<file path="src/rtl/mult_unit.sv">
// mult_unit: iterative radix-2 shift-add unsigned multiplier with
// architectural HI/LO registers, a combinational read mux and move-to writes.
// A multiply takes WIDTH iterations; HI/LO only ever hold complete results.
module mult_unit #(
   parameter int WIDTH = 32
) (
   input  logic             clk,
   input  logic             reset,
   input  logic             start,
   input  logic [WIDTH-1:0] a,
   input  logic [WIDTH-1:0] b,
   input  logic             wr_hi,
   input  logic             wr_lo,
   input  logic [WIDTH-1:0] wdata,
   input  logic             sel_hi,
   output logic [WIDTH-1:0] rdata,
   output logic             busy,
   output logic             done,
   output logic [WIDTH-1:0] hi,
   output logic [WIDTH-1:0] lo
);

   localparam int CW = (WIDTH > 1) ? $clog2(WIDTH) : 1;

   typedef enum logic {
      IDLE = 1'b0,
      RUN  = 1'b1
   } state_t;

   state_t           state_q, state_d;
   logic [CW-1:0]    cnt_q, cnt_d;
   logic [WIDTH:0]   acc_q, acc_d;      // one extra bit holds the add carry
   logic [WIDTH-1:0] mreg_q, mreg_d;    // multiplier, shifted out LSB first
   logic [WIDTH-1:0] mcand_q, mcand_d;
   logic [WIDTH-1:0] hi_q, hi_d;
   logic [WIDTH-1:0] lo_q, lo_d;
   logic             done_q, done_d;

   logic [WIDTH:0]     sum;
   logic [2*WIDTH:0]   shifted;

   // Next-state logic: accept/iterate/finish, plus move-to writes when idle.
   always_comb begin
      state_d = state_q;
      cnt_d   = cnt_q;
      acc_d   = acc_q;
      mreg_d  = mreg_q;
      mcand_d = mcand_q;
      hi_d    = hi_q;
      lo_d    = lo_q;
      done_d  = 1'b0;

      // One shift-add step on the current partial product.
      sum     = mreg_q[0] ? (acc_q + {1'b0, mcand_q}) : acc_q;
      shifted = {sum, mreg_q} >> 1;

      case (state_q)
         IDLE: begin
            if (start) begin
               // start wins over any simultaneous move-to write
               mcand_d = a;
               mreg_d  = b;
               acc_d   = '0;
               cnt_d   = '0;
               state_d = RUN;
            end else begin
               if (wr_hi) hi_d = wdata;
               if (wr_lo) lo_d = wdata;
            end
         end
         RUN: begin
            acc_d  = shifted[2*WIDTH:WIDTH];
            mreg_d = shifted[WIDTH-1:0];
            cnt_d  = cnt_q + 1'b1;
            if (cnt_q == CW'(WIDTH - 1)) begin
               // after the last shift the top bit is always zero
               hi_d    = shifted[2*WIDTH-1:WIDTH];
               lo_d    = shifted[WIDTH-1:0];
               done_d  = 1'b1;
               cnt_d   = '0;
               state_d = IDLE;
            end
         end
         default: begin
            state_d = IDLE;
         end
      endcase
   end

   // State registers with synchronous reset; reset aborts any multiply.
   always_ff @(posedge clk) begin
      if (reset) begin
         state_q <= IDLE;
         cnt_q   <= '0;
         acc_q   <= '0;
         mreg_q  <= '0;
         mcand_q <= '0;
         hi_q    <= '0;
         lo_q    <= '0;
         done_q  <= 1'b0;
      end else begin
         state_q <= state_d;
         cnt_q   <= cnt_d;
         acc_q   <= acc_d;
         mreg_q  <= mreg_d;
         mcand_q <= mcand_d;
         hi_q    <= hi_d;
         lo_q    <= lo_d;
         done_q  <= done_d;
      end
   end

   assign busy  = (state_q == RUN);
   assign done  = done_q;
   assign hi    = hi_q;
   assign lo    = lo_q;
   assign rdata = sel_hi ? hi_q : lo_q;

endmodule

</file>
<file path="config.mk">
export PLATFORM = sky130hd
export DESIGN_NAME = mult_unit
export DESIGN_NICKNAME = d
export VERILOG_FILES = /design/src/rtl/mult_unit.sv
export SDC_FILE = /design/constraint.sdc
export NUM_CORES = 1
export LEC_CHECK = 0
export BUFFER_PORTS_ARGS = -buffer_cell sky130_fd_sc_hd__buf_4
export CAP_MARGIN = 0
export CORE_ASPECT_RATIO = 1.5
export CORE_UTILIZATION = 30
export CTS_BUF_LIST = sky130_fd_sc_hd__clkbuf_16
export CTS_CLUSTER_DIAMETER = 60
export CTS_CLUSTER_SIZE = 14
export DETAILED_ROUTE_END_ITERATION = 6
export MAX_ROUTING_LAYER = met4
export PLACE_DENSITY = 0.45
export SETUP_SLACK_MARGIN = 0.1
export SLEW_MARGIN = 20
export SYNTH_ARGS = -nofsm -noshare
export SYNTH_HDL_FRONTEND = slang
export SYNTH_SLANG_ARGS = --single-unit
export TNS_END_PERCENT = 50
</file>
<file path="constraint.sdc">
create_clock -name clk -period 7.3 [get_ports clk]
set_clock_uncertainty 0.15 [all_clocks]
set_input_delay 0.365 -clock clk [delete_from_list [all_inputs] [get_ports clk]]
set_output_delay 0.365 -clock clk [all_outputs]
set_load 0.005 [all_outputs]
</file>
**Word level (Yosys, flattened, before mapping)**

Cells that the tools add are included.

- Flip-flop bits (word level): 168
- Output and inout port bits: 98

- Bitwise operators: 1
- Mux-type cells: 21
- Eq/ne operators: 6
- Reductions and logical operators: 4
- Add/sub/neg operators: 2

Operators by type and width:

| operator | number |
|---|---|
| 32-bit two-way mux | 8 |
| 32-bit one-hot mux with 2 select lines | 3 |
| 33-bit two-way mux | 2 |
| 33-bit one-hot mux with 2 select lines | 1 |
| 33-bit by 32-bit adder with 33-bit output | 1 |
| 5-bit two-way mux | 2 |
| 5-bit one-hot mux with 2 select lines | 1 |
| 2-bit != test (second input constant) | 4 |
| 3-bit AND reduction | 2 |
| 5-bit by 1-bit adder with 5-bit output (second input constant) | 1 |
| 5-bit equality test (second input constant) | 1 |
| 1-bit two-way mux | 3 |
| 2-bit by 1-bit != test with 1-bit output (second input constant) | 1 |
| 1-bit one-hot mux with 2 select lines | 1 |
| 2-bit AND reduction | 1 |
| 2-bit OR reduction | 1 |
| 1-bit NOT | 1 |

**Depth between registers and ports, before layout**

- Depth in word-level cells: 4
- Depth in mapped cells: 10
- Depth with buffers taken out: 10

**Worst setup path after synthesis**

Ideal clock, no wire load.

- Path type: flip-flop to flip-flop
- Start: register acc_q[0]
- End: register acc_q[25]
- Slack: 4.609 ns
- Period minus slack after synthesis: 2.691 ns
- Cell stages (with the launch flop): 11
- Buffers on the path: 0
- Arrival time: 2.408 ns
- Data required time: 7.017 ns
- Cells stage by stage: dfxtp_1 ha_1 fa_1 a21o_1 a221oi_4 a211oi_4 o21ai_2 nand3b_1 a21oi_2 mux2i_1 a31oi_1

- Cells in the longest elaborated chain, start to end: 3

RTL lines:

| item | line | text |
|---|---|---|
| start: declaration | 32 | `logic [WIDTH:0] acc_q, acc_d;` |
| start signal: assignment | 95 | `acc_q <= '0;` |
| start signal: assignment | 104 | `acc_q <= acc_d;` |
| 33-bit by 32-bit adder with 33-bit output | 54 | `sum = mreg_q[0] ? (acc_q + {1'b0, mcand_q}) : acc_q;` |
| 33-bit two-way mux | 54 |  |
| 33-bit one-hot mux with 2 select lines | 57 | `case (state_q)` |

Every way passes these cells.
A chain may end at the register's enable or synchronous reset.

**Final worst setup path**

- Start: register acc_q[0]
- End: register hi_q[19] (netlist: hi[19])

- Cells in the longest elaborated chain, start to end: 4

RTL lines:

| item | line | text |
|---|---|---|
| 33-bit by 32-bit adder with 33-bit output | 54 |  |
| 33-bit two-way mux | 54 |  |
| 32-bit two-way mux | 75 | `if (cnt_q == CW'(WIDTH - 1)) begin` |
| 32-bit one-hot mux with 2 select lines | 57 |  |
| end signal: assignment | 107 | `hi_q <= hi_d;` |
| end: declaration | 35 | `logic [WIDTH-1:0] hi_q, hi_d;` |

Every way passes these cells. The select of a mux whose other input is x is not followed.

==> out/metrics.cfg <==
[logic_synthesis]
syn_nets = 1226
yosysWarnings = 0
ys_ff_latch = 167
async_reset_ff_share_pct = 0
synthFlopType = dfxtp_1
synth_area_um2 = 8950
synthesis.instances = 1089
avgSynthCellArea_um2 = 8.22
seq_area_frac_synth_pct = 37.3
synth.distinct_cells = 64
synth_edf_count = 0

[worst_setup_path]
cp.required_ps = 7420
crit_path_end_kind = register
cpMaxStageDelayCell = fa_1
cpPeakStageDelay_ps = 410
crit_chain = ha_1, fa_1, a21o_1, a221oi_4, a211oi_4, nor2_2, a211oi_1, o311a_1, o21ai_0, a311oi_1
cp_num_buf_inv = 0
crit_type = register to register
arrival_ps = 3310
cpLargestDelayFamily = compound AO/OA/AOI/OAI gates
crit_fanout = 4
critPathLaunchType = register

[floorplanning]
die-area_um2 = 30600
initial_core_util_pct = 30.5
num_rows = 77
io_pins = 200
coreArea_um2 = 29400
die_x_um = 143
dieHeight_um = 214

[power]
p_sw_w = 0.000642
power_per_cell_area_nw_per_um2 = 204
peakVddDrop_uv = 145
p_comb_share_pct = 15.7
pwr-share-seq_pct = 43.6
internal_power_w = 0.00167
total_power_w = 0.00232
swShare_pct = 27.7
clkPwrFrac_pct = 40.7
p_leak_nw = 4.84

[timing]
fmax_mhz = 314
fin_crit_sh_pct = 43.7
period_needed_ps = 3190
max_slew_margin_pct = 38.5
worstMarginPinSlew_ps = 922
finalHoldViolCount = 0
finalWorstSetupSlack_ps = 4110
tns_ps = 0
rsz0062_at_grt = false
maxSlewViolCount = 0
finalSetupViolCount = 0

[job]
maxCapViolCount = 0

[layout]
mostFrequentLayoutCells = buf_4 (206), nand2_1 (191), dfxtp_1 (166)
syn_to_final_growth_pct = 26.6
final_common_cell = buf_4
fin_util_pct = 38.6
nNetsFinal = 1378
n_antenna_cell = 0
drive_gt1_share_pct = 24.9

[clock_network]
cts.repair.resized = 0
clockRootBuffer = clkbuf_16
cts_sinks = 167
cts_buffer_depth = 2
numCtsBuffers = 17
cts_setup_buffers = 0
clock_latency_ps = 430
postCtsHoldBufs = 0
path_clk_slew_ps = 70
h-tree-depth = 4
cts_tree = done

[route]
finalWirelength_um = 30900
drtAntennaViolNets = 0
vias = 8328
drt_iter0_markers = 433
avgRoutedWirePerCell_um = 18.7
vias_per_cell = 5.05
drc = 0
dr.pass1.iters = 4

[global_routing]
grt_util_all_layers_pct = 21.0
grt_pass1_vias = 8208
grt_start_max_net_pins = 90
grt_pass1_wl_um = 46300
grt_overflow = 0
antenna_found_initial = 0

[placed_design]
io_buffer_count = 199
post-place-ws_ps = 4090
hpwlAfterDp_um = 22400
place_congestion = 0.832

[run_status]
status = finished clean

[hold_path]
hp-class = primary input to register

-- power groups by stage --
stage / Sequential [W] / Clock (W) / Combinational (W)
floorplan: 0.00101 / 0 / 0.000211
global placement: 0.00103 / 0 / 0.000366
detailed placement: 0.00103 / 0 / 0.000367
CTS: 0.00101 / 0.000972 / 0.000368
global route: 0.00102 / 0.00101 / 0.000403
finish: 0.00101 / 0.000944 / 0.000363
-- layout make-up --
type	count	area, µm²
flip-flops and latches	167	3350
clock inverters	14	171
clock buffers	17	425
fillers	3110	18100
multi-input cells	839	5300
repair buffers	207	1560
well taps	395	494
inverters	9	33.8
-- worst min-delay path: stages --
cell and delay (ps):
buf_4 100, nand2_1 50, a21oi_1 50
-- through the flow --
step	hold WS (ps)	instances	cell area [µm²]
after floorplan	290	1089	8950
after global placement	300	1617	10700
after detailed placement	305	1617	10700
after CTS	3.99	1648	11300
after global routing	21.5	1648	11300
final	25.6	1648	11300
-- synthesized netlist by cell type (4+ instances only) --
master	instances	share of area [%]
dfxtp_1	167	37
a211oi_1	11	0.92
o21bai_1	5	0.42
a22oi_1	5	0.42
clkbuf_1	56	2.3
a21oi_1	113	6.3
a31oi_1	8	0.56
xor2_1	4	0.39
nor3_1	11	0.61
mux2_2	46	5.8
nand3b_1	4	0.34
buf_1	16	0.67
xnor2_1	13	1.3
and2_1	4	0.28
o21ai_0	44	2.5
nor2b_1	33	2.3
a21o_1	17	1.4
nor2_1	112	4.7
o211ai_1	7	0.59
inv_1	8	0.34
ha_1	34	4.8
nand3_1	12	0.67
a211oi_2	4	0.56
a211o_1	4	0.39
a311oi_1	47	4.6
nand2_1	193	8.1
and3_1	14	0.98
o21a_1	5	0.42
mux2i_1	40	4.5
-- cells by family after synthesis --
family                     Yosys count  synth area share (%)
AOI/OAI and AO/OA                  298                  22.6
xor gates and xnor gates            17                  1.66
adders and majority gates           35                  4.98
buffers and inverters               83                  3.58
DFF                                167                  37.3
muxes                               87                  10.4
and+or+nand+nor                    402                  19.4
-- layer usage --
layer	vias to the layer above	global-route usage [%]	share of wire (%)
met5	-	-	0
met3	41	2.99	2.9
met1	3928	22.3	40
met2	169	38.5	54
met4	0	8.64	3.2
li1	4190	-	-
-- worst paths after layout --
| kind | start | cells after the start | slack (ps) | endpoint |
|---|---|---|---|---|
| worst max register to register | acc_q[0] | 10 | 4110 | hi[19] |
| worst min-delay path | a[2] | 3 | 30 | mcand_q[2] |
| worst max-delay path | acc_q[0] | 10 | 4110 | hi[19] |
| worst min register to register | mcand_q[23] | 2 | 310 | mcand_q[23] |
-- flip-flops by register name, indices dropped and copies added, names as in the netlist --
register and flops:
hi 32, mreg_q 32, mcand_q 32, busy 1, cnt_q 5, lo 32, done 1, acc_q 32
Power figures use the tool's default switching activity.
